[src/rtl/pwm_pkg.sv]
`default_nettype none
// ============================================================================
//  Module      : pwm_pkg
//  Description : Register map, CONFIG field layout and bus helpers shared by
//                the PWM peripheral and its channels.
//  Revision    : 1.0 - initial release
// ============================================================================
package pwm_pkg;

    // Byte offsets of the register map (low two address bits are ignored)
    localparam logic [4:0] PWM_CONFIG       = 5'h00;
    localparam logic [4:0] PWM_TOP          = 5'h04;
    localparam logic [4:0] PWM_COUNTER      = 5'h08;
    localparam logic [4:0] PWM_COMPARE_BASE = 5'h10;

    // CONFIG field positions
    localparam int PWM_CFG_ENABLE_BIT = 0;
    localparam int PWM_CFG_SCALE_LSB  = 1;
    localparam int PWM_SCALE_W        = 3;

    // Prescaler must count up to 2^7-1 for the largest scale setting
    localparam int PWM_PRESC_W = 7;

    // Packed so that a zero-extending cast gives the CONFIG readback layout
    typedef struct packed {
        logic [PWM_SCALE_W-1:0] scale;
        logic                   enable;
    } pwm_cfg_t;

    // Byte-enable merge of a bus write into an existing 32-bit value
    function automatic logic [31:0] pwm_merge(
        input logic [31:0] old_val,
        input logic [31:0] wdata,
        input logic [3:0]  sel
    );
        logic [31:0] res;
        res = old_val;
        for (int b = 0; b < 4; b++) begin
            if (sel[b]) begin
                res[8*b +: 8] = wdata[8*b +: 8];
            end
        end
        return res;
    endfunction

endpackage
`default_nettype wire

[src/rtl/pwm_device_if.sv]
`default_nettype none
// ============================================================================
//  Module      : pwm_device_if
//  Description : Peripheral bus bundle between the bus fabric (master) and
//                the PWM device (slave).
//  Revision    : 1.0 - initial release
// ============================================================================
interface pwm_device_if;

    logic        bus_cs;
    logic        bus_we;
    logic        bus_oe;
    logic [4:0]  bus_addr;
    logic [3:0]  bus_sel;
    logic [31:0] bus_wdata;
    logic [31:0] bus_rdata;
    logic        bus_ack;

    modport master (
        output bus_cs,
        output bus_we,
        output bus_oe,
        output bus_addr,
        output bus_sel,
        output bus_wdata,
        input  bus_rdata,
        input  bus_ack
    );

    modport slave (
        input  bus_cs,
        input  bus_we,
        input  bus_oe,
        input  bus_addr,
        input  bus_sel,
        input  bus_wdata,
        output bus_rdata,
        output bus_ack
    );

endinterface
`default_nettype wire

[src/rtl/pwm_channel.sv]
`default_nettype none
// ============================================================================
//  Module      : pwm_channel
//  Description : One compare channel: software-visible buffer register,
//                double-buffered active compare value and registered output.
//  Revision    : 1.0 - initial release
// ============================================================================
module pwm_channel
    import pwm_pkg::*;
#(
    parameter int WIDTH = 16
) (
    input  logic             clk,
    input  logic             rst_n,
    input  logic             wrap_i,
    input  logic             enable_i,
    input  logic [WIDTH-1:0] counter_i,
    input  logic             we_i,
    input  logic [3:0]       sel_i,
    input  logic [31:0]      wdata_i,
    output logic [WIDTH-1:0] buffer_o,
    output logic             pwm_o
);

    logic [WIDTH-1:0] buffer_q, buffer_d;
    logic [WIDTH-1:0] active_q, active_d;
    logic             out_q, out_d;

    // Next-state: buffer takes bus writes, active follows buffer on wrap or while stopped
    always_comb begin
        buffer_d = buffer_q;
        if (we_i) begin
            buffer_d = WIDTH'(pwm_merge(32'(buffer_q), wdata_i, sel_i));
        end

        active_d = active_q;
        if (!enable_i) begin
            // Stopped: software sees its compare value take effect at once
            active_d = buffer_d;
        end else if (wrap_i) begin
            // A write landing on the wrap edge is picked up one period later
            active_d = buffer_q;
        end

        out_d = enable_i && (counter_i >= active_q);
    end

    // State update with synchronous active-low reset
    always_ff @(posedge clk) begin
        if (!rst_n) begin
            buffer_q <= '0;
            active_q <= '0;
            out_q    <= 1'b0;
        end else begin
            buffer_q <= buffer_d;
            active_q <= active_d;
            out_q    <= out_d;
        end
    end

    assign buffer_o = buffer_q;
    assign pwm_o    = out_q;

endmodule
`default_nettype wire

[src/rtl/pwm_device.sv]
`default_nettype none
// ============================================================================
//  Module      : pwm_device
//  Description : Register-programmable PWM generator. Shared prescaler and
//                period counter feeding OUTPUTS compare channels, programmed
//                over a simple peripheral bus.
//  Revision    : 1.0 - initial release
// ============================================================================
module pwm_device
    import pwm_pkg::*;
#(
    parameter int WIDTH   = 16,
    parameter int OUTPUTS = 4
) (
    input  logic               clk,
    input  logic               rst_n,
    pwm_device_if.slave        bus,
    output logic [OUTPUTS-1:0] pwm_out
);

    // ---------------------------------------------------------------- decode
    logic             w_req;
    logic             w_wr;
    logic             w_rd;
    logic [4:0]       w_off;
    logic             w_wr_cfg;
    logic             w_wr_top;
    logic             w_wr_cnt;
    logic             w_unused_addr;

    assign w_req    = bus.bus_cs && (bus.bus_we || bus.bus_oe);
    assign w_wr     = bus.bus_cs && bus.bus_we;
    assign w_rd     = bus.bus_cs && bus.bus_oe;
    assign w_off    = {bus.bus_addr[4:2], 2'b00};
    assign w_wr_cfg = w_wr && (w_off == PWM_CONFIG);
    assign w_wr_top = w_wr && (w_off == PWM_TOP);
    assign w_wr_cnt = w_wr && (w_off == PWM_COUNTER);

    // Byte lanes within a word are not decoded
    assign w_unused_addr = ^bus.bus_addr[1:0];

    // ------------------------------------------------------------- registers
    pwm_cfg_t                cfg_q, cfg_d;
    logic [WIDTH-1:0]        top_q, top_d;
    logic [WIDTH-1:0]        cnt_q, cnt_d;
    logic [PWM_PRESC_W-1:0]  presc_q, presc_d;
    logic                    ack_q;
    logic [31:0]             rdata_q, rdata_d;

    logic [PWM_PRESC_W-1:0]  w_limit;
    logic                    w_tick;
    logic                    w_wrap;
    logic                    w_disable;

    logic [WIDTH-1:0]        chan_buf [OUTPUTS];
    logic [OUTPUTS-1:0]      w_chan_we;

    // Terminal prescaler count is 2^scale - 1
    assign w_limit   = ~({PWM_PRESC_W{1'b1}} << cfg_q.scale);
    // >= keeps the prescaler from running away if scale shrinks while enabled
    assign w_tick    = cfg_q.enable && (presc_q >= w_limit);
    // A COUNTER write wins over a same-cycle tick, so it also suppresses the wrap
    assign w_wrap    = w_tick && !w_wr_cnt && (cnt_q >= top_q);
    assign w_disable = cfg_q.enable && !cfg_d.enable;

    // Next-state for config, top, prescaler and period counter
    always_comb begin
        cfg_d = cfg_q;
        if (w_wr_cfg && bus.bus_sel[0]) begin
            cfg_d.enable = bus.bus_wdata[PWM_CFG_ENABLE_BIT];
            cfg_d.scale  = bus.bus_wdata[PWM_CFG_SCALE_LSB +: PWM_SCALE_W];
        end

        top_d = top_q;
        if (w_wr_top) begin
            top_d = WIDTH'(pwm_merge(32'(top_q), bus.bus_wdata, bus.bus_sel));
        end

        // Prescaler runs only across cycles where the enable stays set
        if (!cfg_q.enable || !cfg_d.enable || w_wr_cnt || w_tick) begin
            presc_d = '0;
        end else begin
            presc_d = presc_q + PWM_PRESC_W'(1);
        end

        cnt_d = cnt_q;
        if (w_wr_cnt) begin
            cnt_d = WIDTH'(pwm_merge(32'(cnt_q), bus.bus_wdata, bus.bus_sel));
        end else if (w_disable) begin
            cnt_d = '0;
        end else if (w_tick) begin
            cnt_d = w_wrap ? '0 : cnt_q + WIDTH'(1);
        end
    end

    // Readback mux; data is only driven in the acknowledge cycle
    always_comb begin
        rdata_d = '0;
        if (w_rd) begin
            if (w_off == PWM_CONFIG) begin
                rdata_d = 32'(cfg_q);
            end else if (w_off == PWM_TOP) begin
                rdata_d = 32'(top_q);
            end else if (w_off == PWM_COUNTER) begin
                rdata_d = 32'(cnt_q);
            end else begin
                for (int i = 0; i < OUTPUTS; i++) begin
                    if ({27'd0, w_off} == 32'(PWM_COMPARE_BASE) + 32'(4 * i)) begin
                        rdata_d = 32'(chan_buf[i]);
                    end
                end
            end
        end
    end

    // Register update with synchronous active-low reset
    always_ff @(posedge clk) begin
        if (!rst_n) begin
            cfg_q   <= '0;
            top_q   <= '0;
            cnt_q   <= '0;
            presc_q <= '0;
            ack_q   <= 1'b0;
            rdata_q <= '0;
        end else begin
            cfg_q   <= cfg_d;
            top_q   <= top_d;
            cnt_q   <= cnt_d;
            presc_q <= presc_d;
            ack_q   <= w_req;
            rdata_q <= rdata_d;
        end
    end

    assign bus.bus_ack   = ack_q;
    assign bus.bus_rdata = rdata_q;

    // ------------------------------------------------------------- channels
    // With a 5-bit address only COMPARE[0..3] fall inside the window; any
    // higher channel never matches and keeps its reset compare value.
    for (genvar g = 0; g < OUTPUTS; g++) begin : g_chan
        assign w_chan_we[g] = w_wr &&
            ({27'd0, w_off} == 32'(PWM_COMPARE_BASE) + 32'(4 * g));

        pwm_channel #(
            .WIDTH (WIDTH)
        ) u_chan (
            .clk       (clk),
            .rst_n     (rst_n),
            .wrap_i    (w_wrap),
            .enable_i  (cfg_q.enable),
            .counter_i (cnt_q),
            .we_i      (w_chan_we[g]),
            .sel_i     (bus.bus_sel),
            .wdata_i   (bus.bus_wdata),
            .buffer_o  (chan_buf[g]),
            .pwm_o     (pwm_out[g])
        );
    end

endmodule
`default_nettype wire
[src/flat_wrapper.sv]
// flat-port wrapper written by rule: the top's interface ports become plain ports
module pwm_device_flat import pwm_pkg::*;
#(
    parameter int WIDTH   = 16,
    parameter int OUTPUTS = 4
)
  (clk, rst_n, pwm_out, bus_bus_cs, bus_bus_we, bus_bus_oe, bus_bus_addr, bus_bus_sel, bus_bus_wdata, bus_bus_rdata, bus_bus_ack);
  pwm_device_if bus_i ();
  input  logic clk;
  input  logic rst_n;
  output logic [OUTPUTS-1:0] pwm_out;
  input wire logic [$bits(bus_i.bus_cs)-1:0] bus_bus_cs;
  input wire logic [$bits(bus_i.bus_we)-1:0] bus_bus_we;
  input wire logic [$bits(bus_i.bus_oe)-1:0] bus_bus_oe;
  input wire logic [$bits(bus_i.bus_addr)-1:0] bus_bus_addr;
  input wire logic [$bits(bus_i.bus_sel)-1:0] bus_bus_sel;
  input wire logic [$bits(bus_i.bus_wdata)-1:0] bus_bus_wdata;
  output wire logic [$bits(bus_i.bus_rdata)-1:0] bus_bus_rdata;
  output wire logic [$bits(bus_i.bus_ack)-1:0] bus_bus_ack;
  assign bus_i.bus_cs = bus_bus_cs;
  assign bus_i.bus_we = bus_bus_we;
  assign bus_i.bus_oe = bus_bus_oe;
  assign bus_i.bus_addr = bus_bus_addr;
  assign bus_i.bus_sel = bus_bus_sel;
  assign bus_i.bus_wdata = bus_bus_wdata;
  assign bus_bus_rdata = bus_i.bus_rdata;
  assign bus_bus_ack = bus_i.bus_ack;
  pwm_device #(.WIDTH(WIDTH), .OUTPUTS(OUTPUTS)) u_core (.clk(clk), .rst_n(rst_n), .bus(bus_i), .pwm_out(pwm_out));
endmodule
[config.mk]
export PLATFORM = sky130hd
export DESIGN_NAME = pwm_device_flat
export DESIGN_NICKNAME = d
export VERILOG_FILES = /design/src/rtl/pwm_pkg.sv /design/src/rtl/pwm_device_if.sv /design/src/rtl/pwm_channel.sv /design/src/rtl/pwm_device.sv /design/src/flat_wrapper.sv
export SDC_FILE = /design/constraint.sdc
export NUM_CORES = 1
export LEC_CHECK = 0
export CAP_MARGIN = 20
export CORE_AREA = 3 3 200 143
export CTS_CLUSTER_SIZE = 14
export DETAILED_ROUTE_END_ITERATION = 10
export DIE_AREA = 0 0 203 146
export MAX_ROUTING_LAYER = met4
export PLACE_DENSITY = 0.59
export SYNTH_ARGS = -nofsm -noshare
export SYNTH_HDL_FRONTEND = slang
export SYNTH_HIERARCHICAL = 1
export SYNTH_SLANG_ARGS = --single-unit
[constraint.sdc]
create_clock -name clk -period 4 [get_ports clk]
set_input_delay 0.8 -clock clk [delete_from_list [all_inputs] [get_ports clk]]
set_output_delay 0.8 -clock clk [all_outputs]
set_load 0.01 [all_outputs]
==> reports/metrics.yaml, run 1 <==
timing:
  period_needed_ns: 3.418
  tns_ns: 0
  slew_headroom_pct: 52.29
  worst_pin_slew_ns: 0.7137
  final-setup-viol-count: 0
  fmax_ghz: 0.2925
  slew_viol_final: 0
  clock_skew_ns: 0.01494
  post-route-period-util_pct: 85.46
  hold_ws_ns: 0.4634
  hold_viol_final: 0
  rsz0062_at_grt: "no"
power_and_ir_drop:
  power_frac_clock_pct: 42.5
  p_comb_share_pct: 10.5
  p_sw_mw: 1.121
  powerDensity_nw_per_um2: 339.1
  power_leakage_nw: 4.404
  ir_worst_vdd_v: 0.0002854
  internal_power_mw: 3.013
  pwr-share-seq_pct: 47.0
  swShare_pct: 27.11
clocking:
  clk_pin_slew_worst_paths_ns: 0.07
  cts_tree: "done"
  clock_latency_ns: 0.46
  cts-buffers-inserted: 17
  post_cts_resized: 0
  clockRootBuffer: "clkbuf_16"
  htree_levels: 4
  cts_buffer_depth: 2
  cts_sinks: 192
  cts_hold_buf: 0
  post_cts_buffers: 0
layout:
  layout-drive-gt1-share_pct: 8.432
  regArea_um2: 3844
  fin_nets: 1391
  area_growth_syn_to_layout_pct: 14.49
  multi_input_comb_area_um2: 6106
  fill_cells: 2652
synthesis:
  syn_area_um2: 10650
  synth_cell_types: 55
  synth_cells: 1209
  ys_ff_latch: 192
  synth_edf_count: 0
  synthArstFlopShare_pct: 0
  synth.avg_cell_area_um2: 8.809
  ys_warn_count: 6
  ys.flop_type: "dfxtp_1"
  yosysSeqAreaShare_pct: 36.09
outcome:
  status: "finished, final reports clean"
min_path:
  hp-class: "reg -> reg"
drt:
  num_vias: 9254
  drt-total-wl_um: 35420
  drtIter0Drc: 932
  ant_nets: 0
  drc: 0
  vias_per_cell: 5.663
  drtPass1Iterations: 6
  wl_per_cell_um: 21.68
die:
  die_y_um: 146
  die_area_um2: 29640
  io_pins: 83
  die_width_um: 203
  core_um2: 26710
  initial_utilization_pct: 39.87
  fp-row-count: 50
worst_setup_path:
  endpoint_kind: "flip-flop"
  worstPathArrival_ns: 3.81
  required_ns: 4.39
  critPathMaxFanout: 11
  critPathKind: "reg -> reg"
  start_kind: "flip-flop"
global_route:
  antenna_found_initial: 1
  grt_util_all_layers_pct: 24.53
  grt_pass1_vias: 8568
  grt_overflow_total: 0
  grt_max_degree: 41
  grt_pass1_wl_um: 53630
placed_design:
  portBuffers: 46
  globalplace.congestion: 0.9361
  dp_hpwl_um: 25260
flow_run:
  cap_violations: 0
## cell usage after synthesis (all sizes together) (2+ instances only)
library cell / n / area [um2]
xor2: 2 / 17.52
mux4: 16 / 360.4
or4: 6 / 45.04
o22ai: 3 / 18.77
buf: 52 / 321.6
and3b: 2 / 17.52
o2bb2ai: 64 / 560.5
o21ai: 48 / 240.2
and3: 9 / 56.30
o211a: 2 / 20.02
ha: 89 / 1114
nor3b: 2 / 15.01
nor2b: 7 / 43.79
nand4: 10 / 62.56
a21o: 4 / 30.03
clkbuf: 28 / 105.1
a22oi: 12 / 90.09
nand2b: 2 / 12.51
a32oi: 4 / 35.03
nand3: 78 / 390.4
inv: 95 / 356.6
nand2: 122 / 488.0
mux2i: 88 / 880.8
a21boi: 65 / 488.0
xnor2: 3 / 26.28
a41oi: 4 / 35.03
nor2: 94 / 352.8
dfxtp: 192 / 3844
o21a: 2 / 15.01
a211oi: 6 / 45.04
a31oi: 7 / 43.79
a221o: 4 / 40.04
and2: 2 / 12.51
a21oi: 61 / 305.3
nor3: 8 / 40.04
or3: 4 / 25.02
## worst paths after layout
| kind | depth (start not counted) | end | slack, ns | start |
|---|---|---|---|---|
| min reg2reg | 1 | u_core/presc_q[0] | 0.46 | u_core/presc_q[0] |
| min | 1 | u_core/presc_q[0] | 0.46 | u_core/presc_q[0] |
| max | 11 | u_core/cnt_q[12] | 0.58 | u_core/cnt_q[0] |
| max reg2reg | 11 | u_core/cnt_q[12] | 0.58 | u_core/cnt_q[0] |
## logic make-up (layout without fill, tap and decap cells)
family,Yosys count,in the layout,share of synthesized area [%]
buf+inv,175,220,7.354
flops,192,192,36.09
fa+ha+maj,89,89,10.46
compound gates,292,292,18.96
other cells,1,17,0.03521
mux,104,104,11.65
simple gates,351,351,15.04
xor+xnor,5,5,0.4113
## power by group through the flow
stage / combinational, mW / clock [mW] / sequential [mW]
floorplan: 0.246 / 0 / 1.99
global placement: 0.412 / 0 / 1.99
detailed placement: 0.419 / 0 / 1.99
CTS: 0.423 / 1.77 / 1.94
global route: 0.467 / 1.86 / 1.95
finish: 0.432 / 1.76 / 1.94
## registers in the layout, summed over array words and instances (netlist names), 4 cells and up
| register | count |
|---|---|
| u_core/g_chan.u_chan/pwm_o | 4 |
| u_core/g_chan.u_chan/active_q | 64 |
| u_core/top_q | 16 |
| u_core/cfg_q | 4 |
| u_core/g_chan.u_chan/buffer_o | 64 |
| u_core/presc_q | 7 |
| u_core/bus.bus_rdata | 16 |
| u_core/cnt_q | 16 |
## routing by layer
| layer | global-route usage, % | vias to the layer above | wire length [um] |
|---|---|---|---|
| met5 | - | - | 0 |
| met4 | 7.165 | 0 | 719 |
| met3 | 5.142 | 39 | 3190 |
| met2 | 31.42 | 411 | 13630 |
| met1 | 37.79 | 4443 | 17880 |
| li1 | - | 4361 | - |
## layout by cell type (no fill, tap or decap), types with 4 or more instances in the layout
master           synthesis  final
and3_1                   9      9
nand4_1                 10     10
mux2i_1                 88     88
a211oi_1                 6      6
nor3_1                   8      6
clkbuf_16                0     17
nor2b_1                  7      7
nand2_4                  4      4
conb_1                   1     16
mux4_2                  16     16
dfxtp_1                192    192
a41oi_1                  4      4
a32oi_1                  4      4
nor2_1                  94     94
nand2_1                118    118
inv_6                    0      5
a21oi_1                 61     60
clkdlybuf4s50_1          0     45
buf_4                   17     44
or4_1                    6      6
a21o_1                   4      4
a22oi_1                 12     12
o2bb2ai_1               64     64
nand3_1                 78     78
a221o_1                  4      4
a21boi_1                64     64
ha_1                    89     89
inv_1                   95     95
clkinvlp_4               0      4
or3_1                    4      4
o21ai_0                 43     43
a31oi_1                  7      7
o21ai_1                  5      5
## area by class of cell
type	instances	area share, %
multi-input combinational	857	50.08
tap	364	3.735
inverter	95	2.925
clock inverter	15	1.293
clock buffer	17	3.489
sequential	192	31.52
timing repair buffer	93	6.937
antenna	1	0.02052
## per-stage QoR
stage	instance area (um2)	cells	utilization (%)	total power, mW	setup slack, ns
final	12190	1634	45.64	4.134	0.5816
after detailed placement	11610	1601	43.45	2.407	0.4842
after global placement	11610	1601	43.45	2.400	0.5081
after floorplan	10710	1224	-	2.239	1.054
after global routing	12190	1634	45.64	4.268	0.3999
after CTS	12190	1633	45.63	4.140	0.6923
## worst max-delay path: stages (launching register included)
cell and delay [ns]:
dfxtp_1 0.61, inv_1 0.15, ha_1 0.29, nand2b_1 0.13, a2111oi_0 0.64, buf_4 0.21
nor4b_1 0.05, or3_1 0.39, a21o_1 0.23, buf_4 0.18, nor2_1 0.27, a221o_1 0.21
No activity file was read; power rests on OpenSTA's default activity.
==> inputs of run 2 (changes only) <==
--- a/config.mk
+++ b/config.mk
@@ -6,10 +6,10 @@
 export NUM_CORES = 1
 export LEC_CHECK = 0
 export CAP_MARGIN = 20
-export CORE_AREA = 3 3 200 143
+export CORE_AREA = 2 2 199 142
 export CTS_CLUSTER_SIZE = 14
 export DETAILED_ROUTE_END_ITERATION = 10
-export DIE_AREA = 0 0 203 146
+export DIE_AREA = 0 0 201 144
 export MAX_ROUTING_LAYER = met4
 export PLACE_DENSITY = 0.59
 export SYNTH_ARGS = -nofsm -noshare
==> constraint.sdc (replaced) <==
create_clock -name clk -period 3.9 [get_ports clk]
set_input_delay 0.78 -clock clk [delete_from_list [all_inputs] [get_ports clk]]
set_output_delay 0.78 -clock clk [all_outputs]
set_load 0.01 [all_outputs]
==> reports/metrics.yaml, run 2 (synthesized netlist as in run 1, its figures left out) <==
timing:
  rsz0062_at_grt: "no"  # unchanged
  post-route-period-util_pct: 80.68  # was 85.46%
  slew_viol_final: 0  # unchanged
  period_needed_ns: 3.147  # was 3.418 ns
  fmax_ghz: 0.3178  # was 0.2925 GHz
  tns_ns: 0  # unchanged
  fin_ws_ns: 0.7534  # was 0.5816 ns
  hold_ws_ns: 0.4647  # was 0.4634 ns
  worst_pin_slew_ns: 0.7319  # was 0.7137 ns
  hold_viol_final: 0  # unchanged
  final-setup-viol-count: 0  # unchanged
  clock_skew_ns: 0.006598  # was 0.01494 ns
  slew_headroom_pct: 51.07  # was 52.29%
clocking:
  post_cts_buffers: 0  # unchanged
  cts-buffers-inserted: 17  # unchanged
  clock_latency_ns: 0.45  # was 0.46 ns
  cts_tree: "done"  # unchanged
  clockRootBuffer: "clkbuf_16"  # unchanged
  cts_sinks: 192  # unchanged
  post_cts_resized: 0  # unchanged
  cts_hold_buf: 0  # unchanged
  cts_buffer_depth: 2  # unchanged
  htree_levels: 4  # unchanged
  clk_pin_slew_worst_paths_ns: 0.07  # about the same
power_and_ir_drop:
  power_leakage_nw: 4.327  # was 4.404 nW
  powerDensity_nw_per_um2: 343.2  # was 339.1 nW/um2
  power_mw: 4.145  # was 4.134 mW
  ir_worst_vdd_v: 0.0002919  # was 0.0002854 V
layout:
  final_cell_area_um2: 12080  # was 12190 um2
  layout_commonest_cell: "dfxtp_1"  # unchanged
  final_core_util_pct: 44.33  # was 45.64%
  final-instance-count-excl-fill: 1626  # was 1634
  layout-drive-gt1-share_pct: 7.331  # was 8.432%
  fill_cells: 2673  # was 2652
  regArea_um2: 3844  # unchanged
  fin_nets: 1377  # was 1391
  area_growth_syn_to_layout_pct: 13.40  # was 14.49%
  multi_input_comb_area_um2: 6106  # unchanged
  n_antenna_cell: 0  # was 1
  layout_common_cells: "dfxtp_1, nand2_1, inv_1"  # unchanged
flow_run:
  cap_violations: 0  # unchanged
die:
  fp-row-count: 51  # was 50
  initial_utilization_pct: 39.09  # was 39.87%
  die_width_um: 201  # was 203 um
  core_um2: 27250  # was 26710 um2
  io_pins: 83  # unchanged
  die_y_um: 144  # was 146 um
  die_area_um2: 28940  # was 29640 um2
drt:
  drc: 0  # unchanged
  drtPass1Iterations: 5  # was 6
  drtIter0Drc: 846  # was 932
  num_vias: 9012  # was 9254
  wl_per_cell_um: 20.63  # was 21.68 um
  drt-total-wl_um: 33550  # was 35420 um
  vias_per_cell: 5.542  # was 5.663
  ant_nets: 0  # unchanged
worst_setup_path:
  r2r_slack_ns: 0.75  # was 0.58 ns
  worstPathCellList: "inv_1 -> ha_1 -> nand2b_1 -> a2111oi_0 -> nor4b_1 -> or3_1 -> a21o_1 -> buf_4 -> nor2_1 -> a221o_1"  # was inv_1 -> ha_1 -> nand2b_1 -> a2111oi_0 -> buf_4 -> nor4b_1 -> or3_1 -> a21o_1 -> buf_4 -> nor2_1 -> a221o_1
  r2r-start: "u_core/cnt_q[0]"  # unchanged
  critPathKind: "reg -> reg"  # unchanged
  crit_end: "u_core/cnt_q[8]"  # was u_core/cnt_q[12]
  required_ns: 4.29  # was 4.39 ns
  reg2reg_depth: 10  # was 11
  regToRegEndpoint: "u_core/cnt_q[8]"  # was u_core/cnt_q[12]
  cp-startpoint: "u_core/cnt_q[0]"  # unchanged
  start_kind: "flip-flop"  # unchanged
  critPathMaxFanout: 11  # unchanged
  worstPathArrival_ns: 3.54  # was 3.81 ns
  endpoint_kind: "flip-flop"  # unchanged
  slowest_stage: "dfxtp_1"  # was a2111oi_0
  cpPeakStageDelay_ns: 0.63  # was 0.64 ns
placed_design:
  globalplace.congestion: 0.9001  # was 0.9361
  post-place-ws_ns: 0.4347  # was 0.4842 ns
  dp.cells: 1594  # was 1601
  portBuffers: 46  # unchanged
  placed_area_um2: 11510  # was 11610 um2
  dp_hpwl_um: 23970  # was 25260 um
outcome:
  status: "finished, final reports clean"  # unchanged
global_route:
  antenna_found_initial: 0  # was 1
  grt_max_degree: 53  # was 41
  grt_pass1_wl_um: 51180  # was 53630 um
  grt_overflow_total: 0  # unchanged
  grt_pass1_vias: 8377  # was 8568
  grt_util_all_layers_pct: 24.24  # was 24.53%
min_path:
  hp-class: "reg -> reg"  # unchanged
==> run 2: changes by cell type in the layout (fill, tap and decap cells not counted), sizes merged <==
cell | before | now
buf | 48 | 34
clkinv | 4 | 5
bufinv | 2 | 1
clkbuf | 17 | 20
inv | 100 | 97
diode | 1 | 0
==> run 2: layer usage <==
metal	routed length (um)	GRT usage (%)	vias up
li1	-	-	4348
met1	16740	34.97	4329
met2	13820	34.16	311
met3	2646	5.475	24
met4	344	5.497	0
met5	0	-	-
==> run 2: worst max-delay path: cells and delay by family (launching register included) <==
kind	cells	cell delay [ns]
simple gates	4	0.94
flops	1	0.63
buf+inv	2	0.34
fa+ha+maj	1	0.29
compound gates	3	0.87
==> run 2: worst min path at each step <==
stage | start | end | slack [ns] | cells after the start
4_1_cts | u_core/presc_q[0] | u_core/presc_q[0] | 0.47 | 1
2_1_floorplan | u_core/presc_q[0] | u_core/presc_q[0] | 0.43 | 1
3_3_place_gp | u_core/presc_q[0] | u_core/presc_q[0] | 0.44 | 1
3_5_place_dp | u_core/presc_q[0] | u_core/presc_q[0] | 0.45 | 1
6_report | u_core/presc_q[0] | u_core/presc_q[0] | 0.46 | 1
5_1_grt | u_core/presc_q[0] | u_core/presc_q[0] | 0.50 | 1
==> run 2: layout make-up <==
cell class / count / area share [%]
well taps: 371 / 3.843
repair buffers: 79 / 6.133
flip-flops and latches: 192 / 31.82
multi-input cells: 857 / 50.55
inverters: 95 / 2.952
clock buffers: 20 / 3.781
clock inverters: 12 / 0.9116
==> run 2: power breakdown <==
group	total, mW	internal, mW	switching, mW
clock	1.72	0.917	0.807
combinational	0.410	0.156	0.254
sequential	2.01	1.98	0.0330
total	4.15	3.05	1.09
